<file path="src/rtl/io_panel_pkg.sv">
// Shared definitions for the I/O panel port: register addresses and bit positions.
// Latency: n/a (declarations only).
// Backpressure: n/a.
package io_panel_pkg;

  // I/O port addresses decoded by io_panel_port
  localparam logic [7:0] IO_ADDR_DBG     = 8'h00;
  localparam logic [7:0] IO_ADDR_BTN     = 8'h01;
  localparam logic [7:0] IO_ADDR_ROWPTR  = 8'h02;
  localparam logic [7:0] IO_ADDR_ROWDATA = 8'h03;
  localparam logic [7:0] IO_ADDR_CTRL    = 8'h04;

  // CTRL register bits
  localparam int CTRL_SCAN_EN  = 0;
  localparam int CTRL_IRQ_MASK = 1;

  // BTN register bits
  localparam int BTN_ACW_EVT = 0;
  localparam int BTN_CW_EVT  = 1;
  localparam int BTN_ACW_LVL = 2;
  localparam int BTN_CW_LVL  = 3;

  // Addresses 0x00..0x04 are the only ones this block answers.
  function automatic logic addr_mapped(input logic [7:0] a);
    return (a <= IO_ADDR_CTRL);
  endfunction

endpackage

</file>
<file path="src/rtl/io_panel_port_btn_debounce.sv">
// Button conditioner: 2-FF synchronizer plus stability counter, one instance per button.
// Latency: 2 sync cycles + DEBOUNCE_CYCLES cycles of a steady level before stable follows.
// Backpressure: none; free-running on every clk.
//
// Ports:
//   clk, reset (sync, active-low)
//   btn     asynchronous raw button level
//   stable  debounced level
module btn_debounce #(
  parameter int DEBOUNCE_CYCLES = 16
) (
  input  logic clk,
  input  logic reset,
  input  logic btn,
  output logic stable
);

  localparam logic [15:0] CNT_LAST = 16'(DEBOUNCE_CYCLES - 1);

  logic        sync1;
  logic        sync2;
  logic [15:0] cnt;

  always_ff @(posedge clk) begin
    if (!reset) begin
      sync1  <= 1'b0;
      sync2  <= 1'b0;
      cnt    <= '0;
      stable <= 1'b0;
    end else begin
      sync1 <= btn;
      sync2 <= sync1;
      // Count only while the synchronized level disagrees with the accepted
      // one; any return to agreement restarts the qualification window.
      if (sync2 == stable) begin
        cnt <= '0;
      end else if (cnt == CNT_LAST) begin
        stable <= sync2;
        cnt    <= '0;
      end else begin
        cnt <= cnt + 16'd1;
      end
    end
  end

endmodule

</file>
<file path="src/rtl/io_panel_port.sv">
// Memory-mapped I/O target: debug scratch register, debounced buttons, scanned 8x8 LED frame.
// Latency: writes commit at strobe start; reads are combinational; LED outputs are 1 cycle behind.
// Backpressure: none; every strobe completes, exactly one side effect per strobe.
//
// Optional feature macro: IO_PANEL_IRQ_EN (adds registered irq output and CTRL irq_mask bit).
//
// Ports:
//   clk, reset (sync, active-low)
//   io_sel, io_strb, io_we, io_oe, addr[7:0], din[7:0]   CPU access
//   dout[7:0], dout_en                                    read data / bus drive enable
//   bc, bac                                               raw buttons (async)
//   led_x[7:0], led_y[7:0]                                LED column data / one-hot row
//   irq                                                   button interrupt (IO_PANEL_IRQ_EN only)
module io_panel_port
  import io_panel_pkg::*;
#(
  parameter int DEBOUNCE_CYCLES = 16,
  parameter int SCAN_DIV        = 1024
) (
  input  logic       clk,
  input  logic       reset,
  input  logic       io_sel,
  input  logic       io_strb,
  input  logic       io_we,
  input  logic       io_oe,
  input  logic [7:0] addr,
  input  logic [7:0] din,
  output logic [7:0] dout,
  output logic       dout_en,
  input  logic       bc,
  input  logic       bac,
  output logic [7:0] led_x,
  output logic [7:0] led_y
`ifdef IO_PANEL_IRQ_EN
  ,
  output logic       irq
`endif
);

  localparam logic [15:0] SCAN_LAST = 16'(SCAN_DIV - 1);

  logic        acc, acc_q, ign_q;
  logic        acc_start, acc_end, wr_en;
  logic        rd_btn_q, btn_clr;
  logic [7:0]  dbg_q;
  logic [2:0]  ptr_q;
  logic [7:0]  frame_q [8];
  logic        scan_en_q;
  logic        ctrl_irq_mask;
  logic        cw_stable, acw_stable, cw_stable_q, acw_stable_q;
  logic        cw_evt, acw_evt;
  logic [15:0] div_q;
  logic [2:0]  row_q;
  logic [7:0]  rd_dat;

  btn_debounce #(.DEBOUNCE_CYCLES(DEBOUNCE_CYCLES)) u_db_cw (
    .clk    (clk),
    .reset  (reset),
    .btn    (bc),
    .stable (cw_stable)
  );

  btn_debounce #(.DEBOUNCE_CYCLES(DEBOUNCE_CYCLES)) u_db_acw (
    .clk    (clk),
    .reset  (reset),
    .btn    (bac),
    .stable (acw_stable)
  );

  // ign_q comes out of reset high so an access already in progress when
  // reset releases is not mistaken for a new one; it clears once acc drops.
  always_comb begin
    acc       = io_sel & io_strb;
    acc_start = acc & ~acc_q & ~ign_q;
    acc_end   = ~acc & acc_q;
    wr_en     = acc_start & io_we;
    btn_clr   = acc_end & rd_btn_q;
  end

  always_ff @(posedge clk) begin
    if (!reset) begin
      acc_q    <= 1'b0;
      ign_q    <= 1'b1;
      rd_btn_q <= 1'b0;
    end else begin
      acc_q <= acc;
      if (!acc) ign_q <= 1'b0;
      // Remember at strobe start whether this is a BTN read, so the clear
      // fires at strobe end even if addr/io_oe have already moved on.
      if (acc_start)    rd_btn_q <= io_oe & ~io_we & (addr == IO_ADDR_BTN);
      else if (acc_end) rd_btn_q <= 1'b0;
    end
  end

  // Register file writes
  always_ff @(posedge clk) begin
    if (!reset) begin
      dbg_q     <= '0;
      ptr_q     <= '0;
      scan_en_q <= 1'b0;
      for (int i = 0; i < 8; i++) frame_q[i] <= '0;
    end else if (wr_en) begin
      case (addr)
        IO_ADDR_DBG:    dbg_q <= din;
        IO_ADDR_ROWPTR: ptr_q <= din[2:0];
        IO_ADDR_ROWDATA: begin
          frame_q[ptr_q] <= din;
          ptr_q          <= ptr_q + 3'd1;
        end
        IO_ADDR_CTRL:   scan_en_q <= din[CTRL_SCAN_EN];
        default: ;
      endcase
    end
  end

  // Button events: a rising stable level sets the sticky bit; set beats clear.
  always_ff @(posedge clk) begin
    if (!reset) begin
      cw_stable_q  <= 1'b0;
      acw_stable_q <= 1'b0;
      cw_evt       <= 1'b0;
      acw_evt      <= 1'b0;
    end else begin
      cw_stable_q  <= cw_stable;
      acw_stable_q <= acw_stable;
      cw_evt       <= (cw_evt  & ~btn_clr) | (cw_stable  & ~cw_stable_q);
      acw_evt      <= (acw_evt & ~btn_clr) | (acw_stable & ~acw_stable_q);
    end
  end

`ifdef IO_PANEL_IRQ_EN
  logic irq_mask_q;

  assign ctrl_irq_mask = irq_mask_q;

  always_ff @(posedge clk) begin
    if (!reset) begin
      irq_mask_q <= 1'b0;
      irq        <= 1'b0;
    end else begin
      if (wr_en && addr == IO_ADDR_CTRL) irq_mask_q <= din[CTRL_IRQ_MASK];
      irq <= irq_mask_q & (cw_evt | acw_evt);
    end
  end
`else
  assign ctrl_irq_mask = 1'b0;
`endif

  // Row scanner
  always_ff @(posedge clk) begin
    if (!reset) begin
      div_q <= '0;
      row_q <= '0;
      led_x <= '0;
      led_y <= '0;
    end else if (!scan_en_q) begin
      div_q <= '0;
      row_q <= '0;
      led_x <= '0;
      led_y <= '0;
    end else begin
      if (div_q == SCAN_LAST) begin
        div_q <= '0;
        row_q <= row_q + 3'd1;
      end else begin
        div_q <= div_q + 16'd1;
      end
      led_y <= 8'b1 << row_q;
      led_x <= frame_q[row_q];
    end
  end

  // Read path
  always_comb begin
    rd_dat = '0;
    case (addr)
      IO_ADDR_DBG:     rd_dat = dbg_q;
      IO_ADDR_BTN:     rd_dat = {4'b0, cw_stable, acw_stable, cw_evt, acw_evt};
      IO_ADDR_ROWPTR:  rd_dat = {5'b0, ptr_q};
      IO_ADDR_ROWDATA: rd_dat = frame_q[ptr_q];
      IO_ADDR_CTRL:    rd_dat = {6'b0, ctrl_irq_mask, scan_en_q};
      default:         rd_dat = '0;
    endcase
    // A simultaneous write+read is treated as a write only; the bus is
    // never driven during reset or during an access straddling its release.
    dout_en = acc & io_oe & ~io_we & addr_mapped(addr) & reset & ~ign_q;
    dout    = dout_en ? rd_dat : 8'h00;
  end

endmodule

</file>
<file path="config.mk">
export PLATFORM = sky130hd
export DESIGN_NAME = io_panel_port
export DESIGN_NICKNAME = d
export VERILOG_FILES = /design/src/rtl/io_panel_pkg.sv /design/src/rtl/io_panel_port_btn_debounce.sv /design/src/rtl/io_panel_port.sv
export SDC_FILE = /design/constraint.sdc
export NUM_CORES = 1
export LEC_CHECK = 0
export ABC_AREA = 1
export CAP_MARGIN = 20
export CORE_ASPECT_RATIO = 1.1
export CORE_UTILIZATION = 60
export CTS_CLUSTER_DIAMETER = 30
export DETAILED_ROUTE_END_ITERATION = 12
export PLACE_DENSITY = 0.79
export SLEW_MARGIN = 0
export SYNTH_ARGS = -nofsm -noshare
export SYNTH_HDL_FRONTEND = slang
export SYNTH_SLANG_ARGS = --single-unit
</file>
<file path="constraint.sdc">
create_clock -name clk -period 1.86 [get_ports clk]
set_input_delay 0.372 -clock clk [delete_from_list [all_inputs] [get_ports clk]]
set_output_delay 0.372 -clock clk [all_outputs]
set_load 0.02 [all_outputs]
</file>
==> results_dict.tcl <==
set metrics [dict create \
    fp.dieH_um 123 \
    synthesis.area_um2 7940 \
    crit_fanout 13 \
    synth_top_area_share_pct 24.2 \
    cts_tree "yes" \
    cts_buffers 17 \
    fin_crit_ps 2250 \
    clk_pin_slew_ps 60 \
    first_pass_iters 10 \
    portBuffers 48 \
    worstMarginPinSlew_ps 619 \
    drive_gt1_share_pct 21.3 \
    cp_data_arrival_time_ps 1870 \
    max-slew-margin-rel_pct 58.7 \
    cpPeakStageDelay_ps 400 \
    required_ps 1490 \
    cp_slowest_cell "dfxtp_4" \
    fin_util_pct 81.4 \
    grt_pass1_wl_mm 34.5 \
    fp.dieW_um 112 \
    area_growth_pct 30.7 \
    final_nets 1202 \
    drt-total-wl_mm 22.5 \
    status "complete, but fails checks" \
    place_inst 1294 \
    yosysWarnings 0 \
    synth_area_leaders "edfxtp_1 24%, dfxtp_1 24%, nand2_1 9.6%" \
    hpwl_mm 14.1 \
    rows 43 \
    seq_area_frac_synth_pct 48.2 \
    final-instance-count-excl-fill 1340 \
    crit_chain "buf_12 -> buf_6 -> nand2_1 -> o211ai_1 -> nand3_2 -> nand3_2 -> a21oi_2 -> buf_6" \
    worst_slack_ps -386 \
    setup_viol_count_final 8 \
    crit_path_start_kind "flip-flop" \
    finalSetupTns_ps -2760 \
    hold_violations 0 \
    worstSetupPathType "flip-flop to primary output" \
    grt_pass1_vias 7267 \
    maxCapViolCount 0 \
    power_mw 7.86 \
    finalInstanceArea_um2 10400 \
    finClkSkew_ps 9.54 \
    initial_core_util_pct 62.3 \
    viasPerCell 5.77 \
    pre_cts_slack_ps -905 \
    n_antenna_cell 0 \
    yosys.area.top_type "edfxtp_1" \
    vias 7738 \
    syn-num-nets 1071 \
    grt_start_max_net_pins 38 \
    clkSinkCount 159 \
    drcViolationCount 4 \
    gr-usage-all-layers_pct 33.1 \
    synth-seq-cells 159 \
    path_delay_family "buffers and inverters" \
    async_flop_share_pct 0 \
    synth_cells 1039 \
    hold_class "flip-flop to flip-flop" \
    syn_avg_cell_area_um2 7.64 \
    die-area_um2 13700 \
    whs_ps 418 \
    ios 49 \
    slew_violations 0 \
    gr-total-overflow 0 \
    h-tree-depth 4 \
    gp_congestion 0.989 \
    ant_nets 0 \
    cts-root-buf "clkbuf_16" \
    yosysMostFrequentCell "nand2_1" \
    clock_latency_ps 440 \
    placed_cell_area_um2 9190 \
    worst-path-buf-inv 3 \
    post-route-period-util_pct 121 \
    synth-edff-count 64 \
    fmax_ghz 0.445 \
    synth_common_cells "203 x nand2_1, 168 x nor2_1, 148 x inv_1, 96 x nand3_1, 95 x dfxtp_1" \
    power_density_nw_per_um2 757 \
    synth_flop_cell "dfxtp_1" \
    wl_per_cell_um 16.8 \
    leakage_nw 4.26 \
    rsz0062_at_grt "true" \
    ir_worst_vdd_uv 580 \
    clk_path_buf_depth 2 \
    antenna_found_initial 0 \
    drt_iter0_drc 815 \
    violations "DRC, setup timing" \
    setup.worst_path.end_class "primary output" \
    core-area_um2 12800 \
    synth.distinct_cells 35 \
]
-- metal layers --
layer | up-vias | GRT usage, % | wire (um) | part of all wire (%)
li1 | 3608 | - | - | -
met1 | 3579 | 38.0 | 8500 | 38
met2 | 448 | 57.2 | 11100 | 49
met3 | 103 | 8.10 | 1990 | 8.8
met4 | 0 | 18.3 | 994 | 4.4
met5 | - | 0 | 0 | 0
-- path summary, 6_finish.rpt --
kind	startpoint	slack, ps	endpoint	cells after the start
max	flip-flop	-390	dout[5]	8
min	acw_stable_q$_SDFF_PN0_	420	acw_evt$_SDFF_PN0_	1
max reg2reg	ign_q$_SDFFE_PN1N_	100	frame_q[5][3]$_SDFFCE_PN0P_	8
min reg2reg	acw_stable_q$_SDFF_PN0_	420	acw_evt$_SDFF_PN0_	1
-- layout make-up --
type | count | area, um2
Sequential cell | 159 | 3830
Tap cell | 157 | 196
Inverter | 151 | 572
Multi-Input combinational cell | 696 | 3750
Clock buffer | 23 | 532
Fill cell | 769 | 2380
Clock inverter | 9 | 114
Timing Repair Buffer | 145 | 1380
-- registers in the layout (all words and copies together) (netlist names), 3 cells and up, named ones only --
signal,flops
dbg_q,8
frame_q,64
div_q,16
led_y,8
led_x,8
ptr_q,3
row_q,3
u_db_acw.cnt,16
u_db_cw.cnt,16
-- kinds of logic after synthesis --
kind of cell             count (synthesis)  synth area share (%)
AND/OR/NAND/NOR                        526                  29.9
buffers and inverters                  185                  9.39
flip-flops                             159                  48.2
AO/OA/AOI/OAI                          144                  9.44
XOR/XNOR                                17                  1.88
adder cells (fa/ha/maj)                  8                  1.26
-- timing repair --
item                                    CTS  global route
pin swaps                                27            22
endpoints found under the setup margin   41            75
cloned                                    2             1
buffers inserted                          9             2
gates resized for setup                 119            65
hold buffers                              0             0
-- layout by cell type (no fill, tap or decap), types with 16 or more instances in the layout --
master | netlist | layout
a21oi_1 | 82 | 74
buf_4 | 2 | 79
clkbuf_16 | 0 | 21
clkdlybuf4s50_1 | 0 | 26
dfxtp_1 | 95 | 93
edfxtp_1 | 64 | 64
inv_1 | 148 | 143
nand2_1 | 203 | 185
nand2_2 | 3 | 16
nand3_1 | 96 | 59
nand3_2 | 1 | 33
nor2_1 | 168 | 164
o21ai_0 | 50 | 50
-- power breakdown --
group | switching, mW | total, mW | internal [mW]
logic | 0.228 | 0.388 | 0.159
clock network | 1.46 | 3.77 | 2.31
registers | 0.0284 | 3.70 | 3.67
-- worst register-to-register path, cell delays in order, from the launching register on --
cell and delay [ps]:
dfxtp_2 350, buf_4 150, nor3_4 210, nand2_2 90
nor2_4 130, buf_12 140, nand4_2 150, nand2_2 120
buf_6 140
Note: power is estimated with default switching activity, not from simulation.
